`src/rtl/result_uart_tx.sv`:
```
// Purpose : serialises the 48-bit CPU result word as a 7-byte UART frame
//           (header byte, then q[7:0] .. q[47:40]) whenever q changes or a send is forced.
// Latency : the start bit appears on the edge after the trigger is sampled; a frame is 70*CLK_DIV cycles.
// Backpr. : none; changes of q and force pulses while busy are dropped, and the trigger is re-checked once back in IDLE.
//
// Ports:
//   i_clk    system clock, rising edge
//   i_rst_n  asynchronous active-low reset (aborts any frame, txd high at once)
//   i_en     permits new frames to start (a frame in flight always completes)
//   i_force  one-cycle request to resend q even if unchanged
//   i_q      48-bit CPU result word
//   o_txd    UART serial output, 8N1, LSB first, idle high
//   o_busy   high from the first start bit to the end of the last stop bit
//   o_done   one-cycle pulse when a frame completes
module result_uart_tx #(
  parameter int         CLK_DIV = 434,
  parameter logic [7:0] HDR     = 8'hA5
) (
  input  logic        i_clk,
  input  logic        i_rst_n,
  input  logic        i_en,
  input  logic        i_force,
  input  logic [47:0] i_q,
  output logic        o_txd,
  output logic        o_busy,
  output logic        o_done
);

  localparam int            TW   = $clog2(CLK_DIV);
  localparam logic [TW-1:0] TMAX = TW'(CLK_DIV - 1);

  typedef enum logic [1:0] {
    S_IDLE,
    S_START,
    S_DATA,
    S_STOP
  } state_t;

  state_t        r_state,     w_state;
  logic [TW-1:0] r_timer,     w_timer;
  logic [2:0]    r_bit_idx,   w_bit_idx;
  logic [2:0]    r_byte_idx,  w_byte_idx;
  logic [47:0]   r_snap,      w_snap;
  logic [47:0]   r_last_sent, w_last_sent;
  logic          r_txd,       w_txd;
  logic          r_busy,      w_busy;
  logic          r_done,      w_done;

  logic [55:0]   w_frame;
  logic [7:0]    w_cur_byte;
  logic          w_bit_end;
  logic          w_trig;

  // Byte 0 of the frame is the header, bytes 1..6 are the snapshot LSB first.
  assign w_frame    = {r_snap, HDR};
  assign w_cur_byte = w_frame[{r_byte_idx, 3'b000} +: 8];
  assign w_bit_end  = (r_timer == TMAX);
  assign w_trig     = i_en & ((i_q != r_last_sent) | i_force);

  always_ff @(posedge i_clk or negedge i_rst_n) begin
    if (!i_rst_n) begin
      r_state     <= S_IDLE;
      r_timer     <= '0;
      r_bit_idx   <= '0;
      r_byte_idx  <= '0;
      r_snap      <= '0;
      r_last_sent <= '0;
      r_txd       <= 1'b1;
      r_busy      <= 1'b0;
      r_done      <= 1'b0;
    end else begin
      r_state     <= w_state;
      r_timer     <= w_timer;
      r_bit_idx   <= w_bit_idx;
      r_byte_idx  <= w_byte_idx;
      r_snap      <= w_snap;
      r_last_sent <= w_last_sent;
      r_txd       <= w_txd;
      r_busy      <= w_busy;
      r_done      <= w_done;
    end
  end

  always_comb begin
    w_state     = r_state;
    w_timer     = r_timer;
    w_bit_idx   = r_bit_idx;
    w_byte_idx  = r_byte_idx;
    w_snap      = r_snap;
    w_last_sent = r_last_sent;
    w_txd       = r_txd;
    w_busy      = r_busy;
    w_done      = 1'b0;

    case (r_state)
      S_IDLE: begin
        w_txd   = 1'b1;
        w_timer = '0;
        if (w_trig) begin
          // Capture q once; later changes wait for the post-frame re-check.
          w_state     = S_START;
          w_snap      = i_q;
          w_last_sent = i_q;
          w_byte_idx  = 3'd0;
          w_txd       = 1'b0;
          w_busy      = 1'b1;
        end
      end

      S_START: begin
        if (w_bit_end) begin
          w_timer   = '0;
          w_state   = S_DATA;
          w_bit_idx = 3'd0;
          w_txd     = w_cur_byte[0];
        end else begin
          w_timer = r_timer + TW'(1);
        end
      end

      S_DATA: begin
        if (w_bit_end) begin
          w_timer = '0;
          if (r_bit_idx == 3'd7) begin
            w_state = S_STOP;
            w_txd   = 1'b1;
          end else begin
            w_bit_idx = r_bit_idx + 3'd1;
            w_txd     = w_cur_byte[r_bit_idx + 3'd1];
          end
        end else begin
          w_timer = r_timer + TW'(1);
        end
      end

      S_STOP: begin
        if (w_bit_end) begin
          w_timer = '0;
          if (r_byte_idx < 3'd6) begin
            // Next byte's start bit follows the stop bit directly.
            w_byte_idx = r_byte_idx + 3'd1;
            w_state    = S_START;
            w_txd      = 1'b0;
          end else begin
            w_state = S_IDLE;
            w_busy  = 1'b0;
            w_done  = 1'b1;
          end
        end else begin
          w_timer = r_timer + TW'(1);
        end
      end

      default: begin
        w_state = S_IDLE;
        w_txd   = 1'b1;
        w_busy  = 1'b0;
      end
    endcase
  end

  assign o_txd  = r_txd;
  assign o_busy = r_busy;
  assign o_done = r_done;

endmodule

```
`config.mk`:
```
export PLATFORM = sky130hd
export DESIGN_NAME = result_uart_tx
export DESIGN_NICKNAME = d
export VERILOG_FILES = /design/src/rtl/result_uart_tx.sv
export SDC_FILE = /design/constraint.sdc
export NUM_CORES = 1
export LEC_CHECK = 0
export CORE_ASPECT_RATIO = 0.6
export CORE_MARGIN = 2
export CORE_UTILIZATION = 52
export CTS_BUF_LIST = sky130_fd_sc_hd__clkbuf_2
export DETAILED_ROUTE_END_ITERATION = 12
export GPL_ROUTABILITY_DRIVEN = 1
export PLACE_DENSITY_LB_ADDON = 0.05
export SLEW_MARGIN = 20
export SYNTH_ARGS = -nofsm -noshare
export SYNTH_HDL_FRONTEND = slang
export SYNTH_SLANG_ARGS = --single-unit
```
`constraint.sdc`:
```
create_clock -name i_clk -period 2.2 [get_ports i_clk]
set_clock_uncertainty 0.15 [all_clocks]
set_input_delay 0.22 -clock i_clk [delete_from_list [all_inputs] [get_ports i_clk]]
set_output_delay 0.22 -clock i_clk [all_outputs]
set_load 0.05 [all_outputs]
```
==> impl_metrics.ini <==
[run_status]
status = finished, violations left
violations = negative setup slack

[power]
vdd_drop_max_v = 0.000534
p_sw_frac = 0.353
seqPwrFrac = 0.384
combPwrFrac = 0.454
leakagePower_nw = 2.20
intPower_mw = 3.74
clkPwrFrac = 0.162
switchingPower_mw = 2.04
p_per_area_nw_per_um2 = 1090

[global_route]
globalRouteOverflowTotal = 0
grt_use_total = 0.255
grt_pass1_vias = 3052
grt_pass1_wl_um = 15700
use_met2 = 0.353
grt_max_degree = 69
use_met3 = 0.0854
use_met1 = 0.380
antenna_found_initial = 0
top_usage_layer = met1

[worst_setup_path]
critPathArrivalTime_ns = 2.63
endpoint_kind = register
required_ns = 2.48
cpPeakStageDelay_ns = 0.43
crit_slowest_cell = dfrtp_1
path_max_fanout = 5
path_cells = xor2_1 -> nor4_2 -> buf_4 -> nand4_1 -> nor4_2 -> buf_4 -> a2bb2oi_2 -> nand4_1 -> mux2_2
critPathKind = register to register
cp-start-kind = register

[synth]
yosys-top-cells-area = dfrtp_1, mux2_2, xor2_1
synth.distinct_cells = 48
netlist_area_um2 = 3990
synth_nets = 421
syn_inst = 359
synth_top_area_frac = 0.420
async_reset_ff_frac = 1.00
synth_seq_cells = 68
yosysSeqAreaShare = 0.427
avgSynthCellArea_um2 = 11.1
synth_edf_count = 0
synth_ff_type = dfrtp_1
yosys_warnings = 0
synth_area_leader_cell = dfrtp_1

[clocking]
worst_skew_pair.late_latency_ns = 0.54
clkTransAtPathRegs_ns = 0.18
cts_tree = done
cts_made_buffers = 9
htreeDepth = 3
cts_root_buffer = clkbuf_2
cts_sinks = 68
clock_path_buffers = 2

[timing]
worst-slew-pin-transition_ns = 0.497
hold_viol = 0
grt_setup_unrepaired = yes
fin_crit_ns = 2.35
layout_setup_ws_ns = -0.151
fin_setup_tns_ns = -6.30
whs_ns = 0.0467
period_share = 1.07
finalSetupViolCount = 53
maxSlewViolCount = 0
timing.fmax_mhz = 425
slew_headroom = 0.668

[finish]
layout.nets = 526
final_cell_count_no_fill = 574
final_util = 0.721
syn2layout_area_growth_pct = 32.9
drive_above_1_share = 0.299

[floorplan]
start_util = 0.543
die_y_um = 71.9
num_io_pins = 55
dieArea_um2 = 8420
core_area_um2 = 7360
num_rows = 24
die_x_um = 117

[route]
drcViolationCount = 0
drt_pass1_iterations = 6
routed_wl_um = 9900
detail-route-antenna-nets = 0
viasPerCell = 5.42
drt-initial-drc-count = 285
num_vias = 3109
post_drt_wl_per_cell_um = 17.2

[worst_hold_path]
min_path_type = input port to asynchronous set/reset pin

[place]
dp_hpwl_um = 7220
dp.cells = 554
globalplace.congestion = 0.843
pre_cts_ws_ns = -0.623
io_buffers = 54

[run]
max-cap-violations = 0
[final timing paths]
path / start / endpoint / slack [ns] / depth (start not counted)
min in group i_clk: i_q[10] / r_last_sent[10]$_DFFE_PN0P_ / 0.15 / 3
worst min-delay path: i_rst_n / r_last_sent[37]$_DFFE_PN0P_ / 0.05 / 3
worst max register to register: r_last_sent[33]$_DFFE_PN0P_ / r_byte_idx[2]$_DFFE_PN0P_ / -0.15 / 9
max in group asynchronous: i_rst_n / o_txd$_DFFE_PN1P_ / 1.51 / 3
worst max-delay path: r_last_sent[33]$_DFFE_PN0P_ / r_byte_idx[2]$_DFFE_PN0P_ / -0.15 / 9
worst min register to register: r_timer[0]$_DFF_PN0_ / r_timer[0]$_DFF_PN0_ / 0.41 / 2
[metrics by stage]
step,instance area [um2],power (mW)
floorplan,3990,3.70
global placement,5000,4.63
detailed placement,5000,4.72
CTS,5260,5.76
global route,5300,6.16
finish,5310,5.78
[cells in the mapped netlist (7+ instances only)]
| cell type | count |
|---|---|
| o21ai_0 | 10 |
| nor2_1 | 14 |
| nor2b_1 | 7 |
| inv_1 | 12 |
| xnor2_1 | 18 |
| ha_1 | 10 |
| mux2_2 | 50 |
| clkbuf_1 | 8 |
| xor2_1 | 32 |
| nand4_1 | 7 |
| nor4_1 | 9 |
| nand2_1 | 27 |
| dfrtp_1 | 67 |
| mux2i_1 | 15 |
[kinds of logic (layout without fill, tap and decap cells)]
group	after synthesis	after routing	share of synthesized area
simple gates	90	90	0.118
mux	67	67	0.190
fa+ha+maj	10	10	0.0313
xor+xnor	50	50	0.110
compound gates	46	46	0.0878
other cells	0	1	0
buf+inv	28	138	0.0363
flops	68	68	0.427
[power groups by stage]
stage	sequential, mW	combinational (mW)	clock, mW
2_1_floorplan	2.21	1.49	0
3_3_place_gp	2.21	2.42	0
3_5_place_dp	2.24	2.48	0
4_1_cts	2.21	2.59	0.966
5_1_grt	2.28	2.86	1.02
6_report	2.22	2.62	0.937
[sequential cells by signal, summed over array words and instances, names as in the netlist]
name / flops
r_last_sent: 48
r_timer: 9
r_byte_idx: 3
o_done: 1
r_state: 2
o_txd: 1
o_busy: 1
r_bit_idx: 3
[area by class of cell]
cell class | count | area (um2)
multi-input cells | 263 | 2240
fillers | 570 | 2050
flip-flops and latches | 68 | 1700
repair buffers | 110 | 1030
well taps | 104 | 130
clock inverters | 6 | 104
clock buffers | 10 | 50.0
inverters | 12 | 45.0
diodes | 1 | 2.50
[critical path, delay by kind of cell (launching register included)]
kind	cells	cell delay, ns
XOR/XNOR	1	0.18
AO/OA/AOI/OAI	1	0.10
AND/OR/NAND/NOR	4	0.70
multiplexers	1	0.34
flip-flops	1	0.43
buffers and inverters	2	0.34
[placed cells by master (no fill, tap or decap), types with 2 or more instances in the layout]
| master | count |
|---|---|
| nor4_1 | 5 |
| clkbuf_2 | 10 |
| xnor2_1 | 18 |
| nand2_1 | 27 |
| nand2b_1 | 6 |
| a22o_1 | 6 |
| xor2_1 | 32 |
| nor4b_1 | 2 |
| mux2_2 | 50 |
| nor4_2 | 5 |
| nand4_1 | 7 |
| nand3_1 | 5 |
| clkdlybuf4s50_1 | 52 |
| nand3b_1 | 2 |
| a21oi_1 | 3 |
| bufinv_16 | 3 |
| inv_1 | 12 |
| o21ai_0 | 9 |
| buf_12 | 4 |
| mux2i_1 | 15 |
| dfrtp_1 | 66 |
| buf_4 | 49 |
| ha_1 | 10 |
| clkinv_2 | 2 |
| nor2_1 | 14 |
| nor2b_1 | 7 |
| o211ai_1 | 2 |
| o221ai_1 | 6 |
| nand4b_1 | 2 |
| mux4_2 | 2 |
| a41o_1 | 2 |
| nor3_1 | 3 |
[layer usage]
metal  share of wire  up-vias
li1                -     1519
met1            0.48     1487
met2            0.43       88
met3           0.069       15
met4           0.015        0
met5               0        -
[what timing repair did]
item | CTS | global route
pin swaps | 7 | 2
buffers inserted | 1 | 0
gates cloned | 1 | 0
hold buffers | 1 | 0
gates resized for setup | 16 | 11
endpoints found under the setup margin | 56 | 55
hold endpoints to repair | 68 | 0
Power figures use the tool's default switching activity.
